--- config.mk ---
export PLATFORM = sky130hd
export DESIGN_NAME = rob_reg_tracker
export DESIGN_NICKNAME = d
export VERILOG_FILES = /design/src/rtl/rob_reg_tracker.sv
export SDC_FILE = /design/constraint.sdc
export NUM_CORES = 1
export LEC_CHECK = 0
export CAP_MARGIN = 20
export CORE_ASPECT_RATIO = 1.4
export CORE_MARGIN = 10
export CORE_UTILIZATION = 41
export CTS_BUF_LIST = sky130_fd_sc_hd__clkbuf_4 sky130_fd_sc_hd__clkbuf_8
export DETAILED_ROUTE_END_ITERATION = 6
export SETUP_SLACK_MARGIN = 0.15
export SLEW_MARGIN = 10
export SYNTH_ARGS = -nofsm -noshare
export SYNTH_HDL_FRONTEND = slang
export SYNTH_SLANG_ARGS = --single-unit
--- constraint.sdc ---
create_clock -name clk -period 3.5 [get_ports clk]
set_input_delay 0.35 -clock clk [delete_from_list [all_inputs] [get_ports clk]]
set_output_delay 0.35 -clock clk [all_outputs]
set_load 0.05 [all_outputs]
--- src/rtl/rob_reg_tracker.sv ---
// rob_reg_tracker: in-order ROB slice holding rename state per entry; returns PR_old on retire
// and walks younger entries back youngest-first on mispredict, returning each PR_new.
`default_nettype none

module rob_reg_tracker #(
  parameter int DEPTH = 16,
  parameter int PTR_W = 4,
  parameter int PR_W  = 6
) (
  input  logic             clk,
  input  logic             rst,
  input  logic             hazard_stall,
  input  logic             alloc_valid,
  input  logic             alloc_RegDest,
  input  logic [PR_W-1:0]  alloc_PR_new,
  input  logic [PR_W-1:0]  alloc_PR_old,
  output logic [PTR_W-1:0] alloc_idx,
  input  logic             complete_valid,
  input  logic [PTR_W-1:0] complete_idx,
  input  logic             mispredict,
  input  logic [PTR_W-1:0] mispredict_idx,
  output logic             retire_reg,
  output logic [PR_W-1:0]  PR_old,
  output logic             RegDest_retire,
  output logic             recover,
  output logic [PR_W-1:0]  PR_new_flush,
  output logic             RegDest_ROB,
  output logic             recover_done,
  output logic             full,
  output logic             empty
);

  typedef enum logic [0:0] {
    NORMAL  = 1'b0,
    RECOVER = 1'b1
  } state_t;

  localparam logic [PTR_W-1:0] PTR_ONE  = PTR_W'(1);
  localparam logic [PTR_W:0]   CNT_ONE  = (PTR_W+1)'(1);
  localparam logic [PTR_W:0]   CNT_FULL = (PTR_W+1)'(DEPTH);

  state_t           state_q, state_d;
  logic [PTR_W-1:0] head_q, head_d;
  logic [PTR_W-1:0] tail_q, tail_d;
  logic [PTR_W-1:0] stop_q, stop_d;
  logic [PTR_W:0]   count_q, count_d;
  logic             rdone_q, rdone_d;

  logic             regdest_q [DEPTH];
  logic [PR_W-1:0]  prnew_q   [DEPTH];
  logic [PR_W-1:0]  prold_q   [DEPTH];
  logic [DEPTH-1:0] done_q;

  logic [PTR_W-1:0] tail_m1;
  logic [PTR_W-1:0] mis_stop;
  logic             alloc_go;
  logic             retire_go;

  assign tail_m1        = tail_q - PTR_ONE;
  assign mis_stop       = mispredict_idx + PTR_ONE;
  assign alloc_idx      = tail_q;
  assign full           = (count_q == CNT_FULL);
  assign empty          = (count_q == '0);
  assign recover        = (state_q == RECOVER);
  assign recover_done   = rdone_q;
  assign retire_reg     = (state_q == NORMAL) && !empty && done_q[head_q];
  assign PR_old         = prold_q[head_q];
  assign RegDest_retire = regdest_q[head_q];
  assign PR_new_flush   = recover ? prnew_q[tail_m1] : '0;
  assign RegDest_ROB    = recover ? regdest_q[tail_m1] : 1'b0;

  always_comb begin
    state_d   = state_q;
    head_d    = head_q;
    tail_d    = tail_q;
    stop_d    = stop_q;
    count_d   = count_q;
    rdone_d   = 1'b0;
    alloc_go  = 1'b0;
    retire_go = 1'b0;
    if (!hazard_stall) begin
      case (state_q)
        NORMAL: begin
          retire_go = retire_reg;
          // Dispatch in a mispredict cycle is wrong-path and is dropped.
          alloc_go  = alloc_valid && !full && !mispredict;
          if (retire_go) head_d = head_q + PTR_ONE;
          if (alloc_go)  tail_d = tail_q + PTR_ONE;
          if (alloc_go && !retire_go)      count_d = count_q + CNT_ONE;
          else if (!alloc_go && retire_go) count_d = count_q - CNT_ONE;
          if (mispredict) begin
            stop_d = mis_stop;
            if (mis_stop == tail_q) rdone_d = 1'b1;
            else                    state_d = RECOVER;
          end
        end
        RECOVER: begin
          tail_d  = tail_m1;
          count_d = count_q - CNT_ONE;
          if (tail_m1 == stop_q) begin
            state_d = NORMAL;
            rdone_d = 1'b1;
          end
        end
        default: state_d = NORMAL;
      endcase
    end
  end

  always_ff @(posedge clk) begin
    if (rst) begin
      state_q <= NORMAL;
      head_q  <= '0;
      tail_q  <= '0;
      stop_q  <= '0;
      count_q <= '0;
      rdone_q <= 1'b0;
      done_q  <= '0;
      for (int i = 0; i < DEPTH; i++) begin
        regdest_q[i] <= 1'b0;
        prnew_q[i]   <= '0;
        prold_q[i]   <= '0;
      end
    end else begin
      state_q <= state_d;
      head_q  <= head_d;
      tail_q  <= tail_d;
      stop_q  <= stop_d;
      count_q <= count_d;
      rdone_q <= rdone_d;
      // Clears below override a stale completion aimed at a recycled slot.
      if (complete_valid && !hazard_stall) done_q[complete_idx] <= 1'b1;
      if (retire_go) done_q[head_q] <= 1'b0;
      if (alloc_go) begin
        done_q[tail_q]    <= 1'b0;
        regdest_q[tail_q] <= alloc_RegDest;
        prnew_q[tail_q]   <= alloc_PR_new;
        prold_q[tail_q]   <= alloc_PR_old;
      end
    end
  end

endmodule

`default_nettype wire

==> summary.md, run 1 <==
| Metric | Value |
|---|---|
| First-pass iteration count of the detailed router | `4` |
| Crit path time final | `3.233 ns` |
| CP peak stage delay | `0.73 ns` |
| Min-Delay Endpoint | `stop_q[0]$_SDFFE_PP0P_` |
| Crit-path max FO | `28` |
| Most common cell in the synthesized netlist | `edfxtp_1` |
| Syn Nets | `905` |
| Top Layer Used | `met4` |
| Flop2flop setup slack | `0.62 ns` |
| Critical Path RT | `3.15 ns` |
| Vias in the first global route | `8015` |
| Worst reg2reg startpoint | `count_q[0]$_SDFFE_PP0P_` |
| Final Core Density | `49.07%` |
| Sequential area share after synthesis | `58.99%` |
| Synth warn | `0` |
| Core ar. | `28500 sq um` |
| Top FF cell, synth | `edfxtp_1` |
| Hold Startpoint | `mispredict_idx[0]` |
| GRT Resource Usage Total | `17.57%` |
| Syn_area_per_cell | `13.74 sq um` |
| Fmax | `0.3093 GHz` |
| CP Cell Sequence | `buf_12 > mux4_2 > mux4_2 > clkdlybuf4s50_1` |
| Yosys top cell by area | `edfxtp_1` |
| LEAKAGE | `0.005370 uW` |
| Slowest CP cell | `clkdlybuf4s50_1` |
| Clock Sinks | `247` |
| Placer Congestion | `0.8712` |
| Final Hold Viols | `0` |
| CP Class | `flop to output pin` |
| H-tree depth | `2` |
| Crit end category | `output pin` |
| Number of synthesized register bits | `247` |
| Die width | `164.1 microns` |
| Synth area leaders | `edfxtp_1 (52%), mux4_2 (12%), and3_1 (7.6%)` |
| Clk pin slew, worst setup/hold paths | `0.06 ns` |
| Critical path buffers and inverters | `2` |
| Cell count after synthesis | `867` |
| ANT cells | `0` |
| Largest net degree at the start of global routing | `53` |
| Post-synth top cells | `edfxtp_1 (208), and3_1 (145), and2_1 (74), clkbuf_1 (65), mux4_2 (63)` |
| Crit start category | `flop` |
| Total CTS buffers | `38` |
| CP dominant cell by count | `mux4_2` |
| Reg2reg path depth | `8` |
| Initial antenna violation count | `0` |
| Die footprint | `36370 sq um` |
| Post-Syn Area | `11910 sq um` |
| Crit share post-route | `92.38%` |
| I/O pin count | `50` |
| Yosys cell types | `57` |
| TritonCTS clock tree | `built` |
| Post-synth EDFFs | `208` |
| Row count | `73` |
| WL/cell | `23.95 microns` |
| Arrival time worst endpoint | `2.88 ns` |
| DR WL met3 | `1552 microns` |
| Worst skew pair latency | `0.55 ns` |
| Synthesis-to-layout area growth | `17.38%` |
| Vias | `7609` |
| Hold buffer count at cts | `0` |
| Post-CTS setup buffers | `0` |
| Slew @ Worst Pin | `0.7805 ns` |
| CP top delay family | `multiplexers` |
| Share of flip-flops with an asynchronous set or reset | `0%` |
| CTS Buffer Depth | `3` |
| Routed Antenna Nets | `0` |
| Status | `finished clean` |
| DP HPWL | `19790 microns` |
| DR DRC count | `0` |
| Clk root buf | `clkbuf_8` |
| Starting DRT DRC Count | `643` |
| Nets@finish | `958` |
| Layout cells sized above 1 | `23.02%` |
| Wl on met1 | `12740 microns` |
| Post_cts resized | `3` |
| Max VDD drop | `0.0002269 V` |
| Buffers added on ports | `49` |
| Slew HR | `47.23%` |
| WL final | `31670 microns` |
| Reg-to-reg endpoint | `prold_q[14][2]$_SDFFCE_PN0P_` |
| RSZ-0062 raised after global routing | `false` |
| Final global-route overflow total | `0` |
| Vias per inst | `5.756` |
| Clock skew | `0.01510 ns` |
| Synth top area share | `52.43%` |
| First-pass GRT wire length | `49070 microns` |
| Initial Util | `41.80%` |
| Setup tns final | `0 ns` |
| Hold-critical path depth | `2` |
| Setup violators final | `0` |
| Die Ht | `221.7 microns` |
| Max-slew violations | `0` |
| Maxcap violations | `0` |
| DR WL met2 | `16710 microns` |
| HP Class | `input pin to flop` |
| Power per standard cell area | `486.3 nW/um^2` |
## cell usage in the layout (no fill, tap or decap), types with 11 or more instances in the layout
master             n
a21oi_1           20
a311oi_1          16
and2_1            74
and3_1           145
buf_12            12
buf_4             39
clkbuf_4          14
clkbuf_8          43
clkdlybuf4s50_1   36
dfxtp_1           36
edfxtp_1         208
ha_1              11
inv_1             14
mux2i_1           12
mux4_2            63
nand2_1           15
nor2_1            24
## stage by stage
| stage | instances | setup slack, ns | area (sq um) | hold slack, ns | total power [uW] |
|---|---|---|---|---|---|
| after floorplan | 867 | 0.2054 | 12020 | 0.4456 | 4006 |
| after global placement | 1255 | 0.6443 | 13150 | 0.5011 | 4390 |
| after detailed placement | 1255 | 0.5798 | 13150 | 0.5103 | 4394 |
| after CTS | 1322 | 0.1205 | 13940 | 0.4821 | 6849 |
| after global routing | 1322 | 0.1572 | 13980 | 0.5372 | 7045 |
| final | 1322 | 0.2669 | 13980 | 0.5113 | 6800 |
## state kept, by name, indices dropped and copies added (netlist names), named ones only
register and flops:
stop_q 4, count_q 5, regdest_q 16, alloc_idx 4, recover_done 1, prold_q 96
done_q 16, head_q 4, prnew_q 96, recover 1
## metal layers
metal	global-route usage (%)	up-vias
met5	0	-
met4	5.215	0
met3	3.159	45
met2	30.82	216
met1	21.29	3896
li1	-	3452
## worst max path at each step
stage | startpoint | to | slack [ns] | depth (start not counted)
final | flop | PR_old[1] | 0.27 | 4
after global routing | flop | RegDest_retire | 0.16 | 4
after CTS | alloc_idx[1]$_SDFFE_PP0P_ | PR_new_flush[1] | 0.12 | 8
after detailed placement | alloc_idx[1]$_SDFFE_PP0P_ | PR_new_flush[1] | 0.58 | 6
after global placement | alloc_idx[1]$_SDFFE_PP0P_ | PR_new_flush[5] | 0.64 | 7
after floorplan | alloc_idx[2]$_SDFFE_PP0P_ | PR_new_flush[2] | 0.21 | 6
## power by group
part	switching [uW]	leakage, uW	internal (uW)
logic	620	0.00249	388
registers	55.0	0.00247	3290
clock network	1110	0.000411	1340
## final cells by class
class | count | area [sq um]
tap | 375 | 469.2
multi-input combinational | 527 | 4710
sequential | 247 | 7030
inverter | 14 | 52.55
fill | 2488 | 14510
clock inverter | 10 | 68.82
clock buffer | 57 | 696.9
timing repair buffer | 92 | 955.9
## cells by family after synthesis
kind of cell               Yosys count  share of synthesized area [%]
AOI/OAI and AO/OA                   98                          5.661
xor gates and xnor gates            19                          1.397
adders and majority gates           11                          1.155
buffers and inverters               93                          3.109
DFF                                247                          58.99
muxes                               82                          13.58
and+or+nand+nor                    317                          16.11
No activity file was read; power rests on OpenSTA's default activity.
==> run 2: changes to the inputs <==
--- a/config.mk
+++ b/config.mk
@@ -7,10 +7,10 @@
 export LEC_CHECK = 0
 export CAP_MARGIN = 20
 export CORE_ASPECT_RATIO = 1.4
-export CORE_MARGIN = 10
-export CORE_UTILIZATION = 41
+export CORE_UTILIZATION = 35
 export CTS_BUF_LIST = sky130_fd_sc_hd__clkbuf_4 sky130_fd_sc_hd__clkbuf_8
 export DETAILED_ROUTE_END_ITERATION = 6
+export HOLD_SLACK_MARGIN = 0.1
 export SETUP_SLACK_MARGIN = 0.15
 export SLEW_MARGIN = 10
 export SYNTH_ARGS = -nofsm -noshare
==> run 2 against run 1 <==
Compared with the run above:
- flip-flop and latch count unchanged
- core utilization down 6.9 points
- highest routed layer unchanged
- clock power increased by 8%
- sequential power hardly changed
- sequential share of layout area is 0.35 points lower
- die area down 4.3%
- combinational power hardly changed
- clock skew increased by 0.012 ns
==> summary.md, run 2 (synthesized netlist as in run 1, its figures left out) <==
| Metric | Value |
|---|---|
| Status | `finished clean` |
| Clk pwr share | `37.8%` |
| Crit end category | `output pin` |
| Slowest CP cell | `a211oi_1` |
| Largest regs | `prnew_q: 96 flops, prold_q: 96 flops` |
| Initial Util | `35.66%` |
| Power per standard cell area | `495.7 nW/um^2` |
| Area after DPL | `13210 sq um` |
| ANT cells | `0` |
| Die footprint | `34790 sq um` |
| Hold-critical path depth | `2` |
| Flop pwr share | `47.8%` |
| Core ar. | `33410 sq um` |
| Die Ht | `220.3 microns` |
| CP peak stage delay | `0.46 ns` |
| Die width | `157.9 microns` |
| Maxcap violations | `0` |
| Clock Sinks | `247` |
| H-tree depth | `2` |
| Internal power | `5075 uW` |
| Starting DRT DRC Count | `707` |
| LEAKAGE | `0.005400 uW` |
| DP HPWL | `21250 microns` |
| Commonest non-fill, non-tap cell in the layout | `edfxtp_1` |
| Final Hold Viols | `0` |
| Vias | `7758` |
| Arrival time worst endpoint | `2.88 ns` |
| I/O pin count | `50` |
| Hold buffer count at cts | `0` |
| Final global-route overflow total | `0` |
| Synthesis-to-layout area growth | `18.23%` |
| Total CTS buffers | `42` |
| Stages on the worst setup path | `8` |
| Routed Antenna Nets | `0` |
| Logic pwr share | `14.4%` |
| Worst skew pair latency | `0.56 ns` |
| DR DRC count | `0` |
| Initial antenna violation count | `0` |
| Crit share post-route | `92.22%` |
| Crit-path max FO | `31` |
| CP Class | `flop to output pin` |
| First-pass iteration count of the detailed router | `5` |
| Fmax | `0.3098 GHz` |
| Critical path buffers and inverters | `3` |
| Vias in the first global route | `7921` |
| Reg2reg path depth | `9` |
| Slew HR | `55.90%` |
| Max-slew violations | `0` |
| Layout cells sized above 1 | `23.58%` |
| First-pass GRT wire length | `49820 microns` |
| Largest net degree at the start of global routing | `53` |
| Most frequent cells in the layout | `edfxtp_1 (208), and3_1 (145), and2_1 (74)` |
| Post-CTS setup buffers | `0` |
| Placer Congestion | `0.8297` |
| Layout Cell Area excl Fill | `14080 sq um` |
| CTS Buffer Depth | `3` |
| Row count | `79` |
| Nets@finish | `975` |
| Vias per inst | `5.479` |
| Crit start category | `flop` |
| GRT Resource Usage Total | `19.60%` |
| Sw frac | `27.31%` |
| Critical Path RT | `3.15 ns` |
| Buffers added on ports | `49` |
| TritonCTS clock tree | `built` |
| WL final | `33010 microns` |
| Max VDD drop | `0.0002646 V` |
| Fill cell count | `3141` |
| Clk pin slew, worst setup/hold paths | `0.07 ns` |
| Setup tns final | `0 ns` |
| HP Class | `input pin to flop` |
| Crit path time final | `3.228 ns` |
| Clk root buf | `clkbuf_8` |
| RSZ-0062 raised after global routing | `false` |
| Setup violators final | `0` |
| NetSw | `1907 uW` |
| Slew @ Worst Pin | `0.6594 ns` |
| WL/cell | `23.31 microns` |
| Clock skew | `0.02675 ns` |
| CP Cell Sequence | `inv_1 > ha_1 > buf_12 > mux4_2 > and2_1 > a211oi_1 > a211oi_4 > buf_4` |
| CP top delay family | `compound AO/OA/AOI/OAI gates` |
## run 2: cell types whose count changed in the layout (fill, tap and decap cells not counted), sizes merged
cell           before  now
clkdlybuf4s50      36   35
clkbuf             57   62
clkinv              9   13
buf                51   64
dlygate4sd2         0    6
bufinv              1    0
inv                14   17
dlymetal6s2s        5    0
## run 2: power groups by stage
stage	clock network (uW)	registers (uW)	logic, uW
after global placement	0	3400	997
after detailed placement	0	3400	1010
after CTS	2670	3340	1000
final	2640	3340	1000
after floorplan	0	3400	611
after global routing	2800	3350	1060
## run 2: timing repair
action,4_1_cts,5_1_grt
setup endpoints to repair,7,6
resized for setup,7,2
endpoints found under the hold margin,0,0
## run 2: stage by stage
stage	power (uW)	std cells	setup slack, ns	utilization [%]	hold slack [ns]
2_1_floorplan	4006	867	0.2054	-	0.4456
5_1_grt	7211	1416	0.1610	42.16	0.4741
6_report	6982	1416	0.2722	42.16	0.4674
4_1_cts	7017	1416	0.1564	42.10	0.4552
3_5_place_dp	4407	1338	0.5440	39.55	0.5048
3_3_place_gp	4396	1338	0.5566	39.55	0.5000
## run 2: path summary, 6_finish.rpt
path	start	endpoint	slack, ns
worst min register to register	stop_q[3]$_SDFFE_PP0P_	stop_q[3]$_SDFFE_PP0P_	0.51
worst max register to register	count_q[0]$_SDFFE_PP0P_	prold_q[10][5]$_SDFFCE_PN0P_	0.68
worst max-delay path	alloc_idx[0]$_SDFFE_PP0P_	PR_new_flush[0]	0.27
worst min-delay path	mispredict_idx[0]	stop_q[0]$_SDFFE_PP0P_	0.47
## run 2: per-layer routing
| metal | wire length, microns | vias up | GRT usage, % |
|---|---|---|---|
| li1 | - | 3504 | - |
| met1 | 13490 | 3921 | 25.22 |
| met2 | 16820 | 268 | 34.41 |
| met3 | 1917 | 65 | 2.429 |
| met4 | 784 | 0 | 5.599 |
| met5 | 0 | - | 0 |
## run 2: layout make-up
class | count | area [sq um] | area share, %
inverter | 14 | 52.55 | 0.3731
multi-input combinational | 527 | 4652 | 33.03
clock inverter | 16 | 92.59 | 0.6574
sequential | 247 | 7032 | 49.92
timing repair buffer | 105 | 933.4 | 6.627
clock buffer | 62 | 765.7 | 5.437
tap | 445 | 556.8 | 3.953
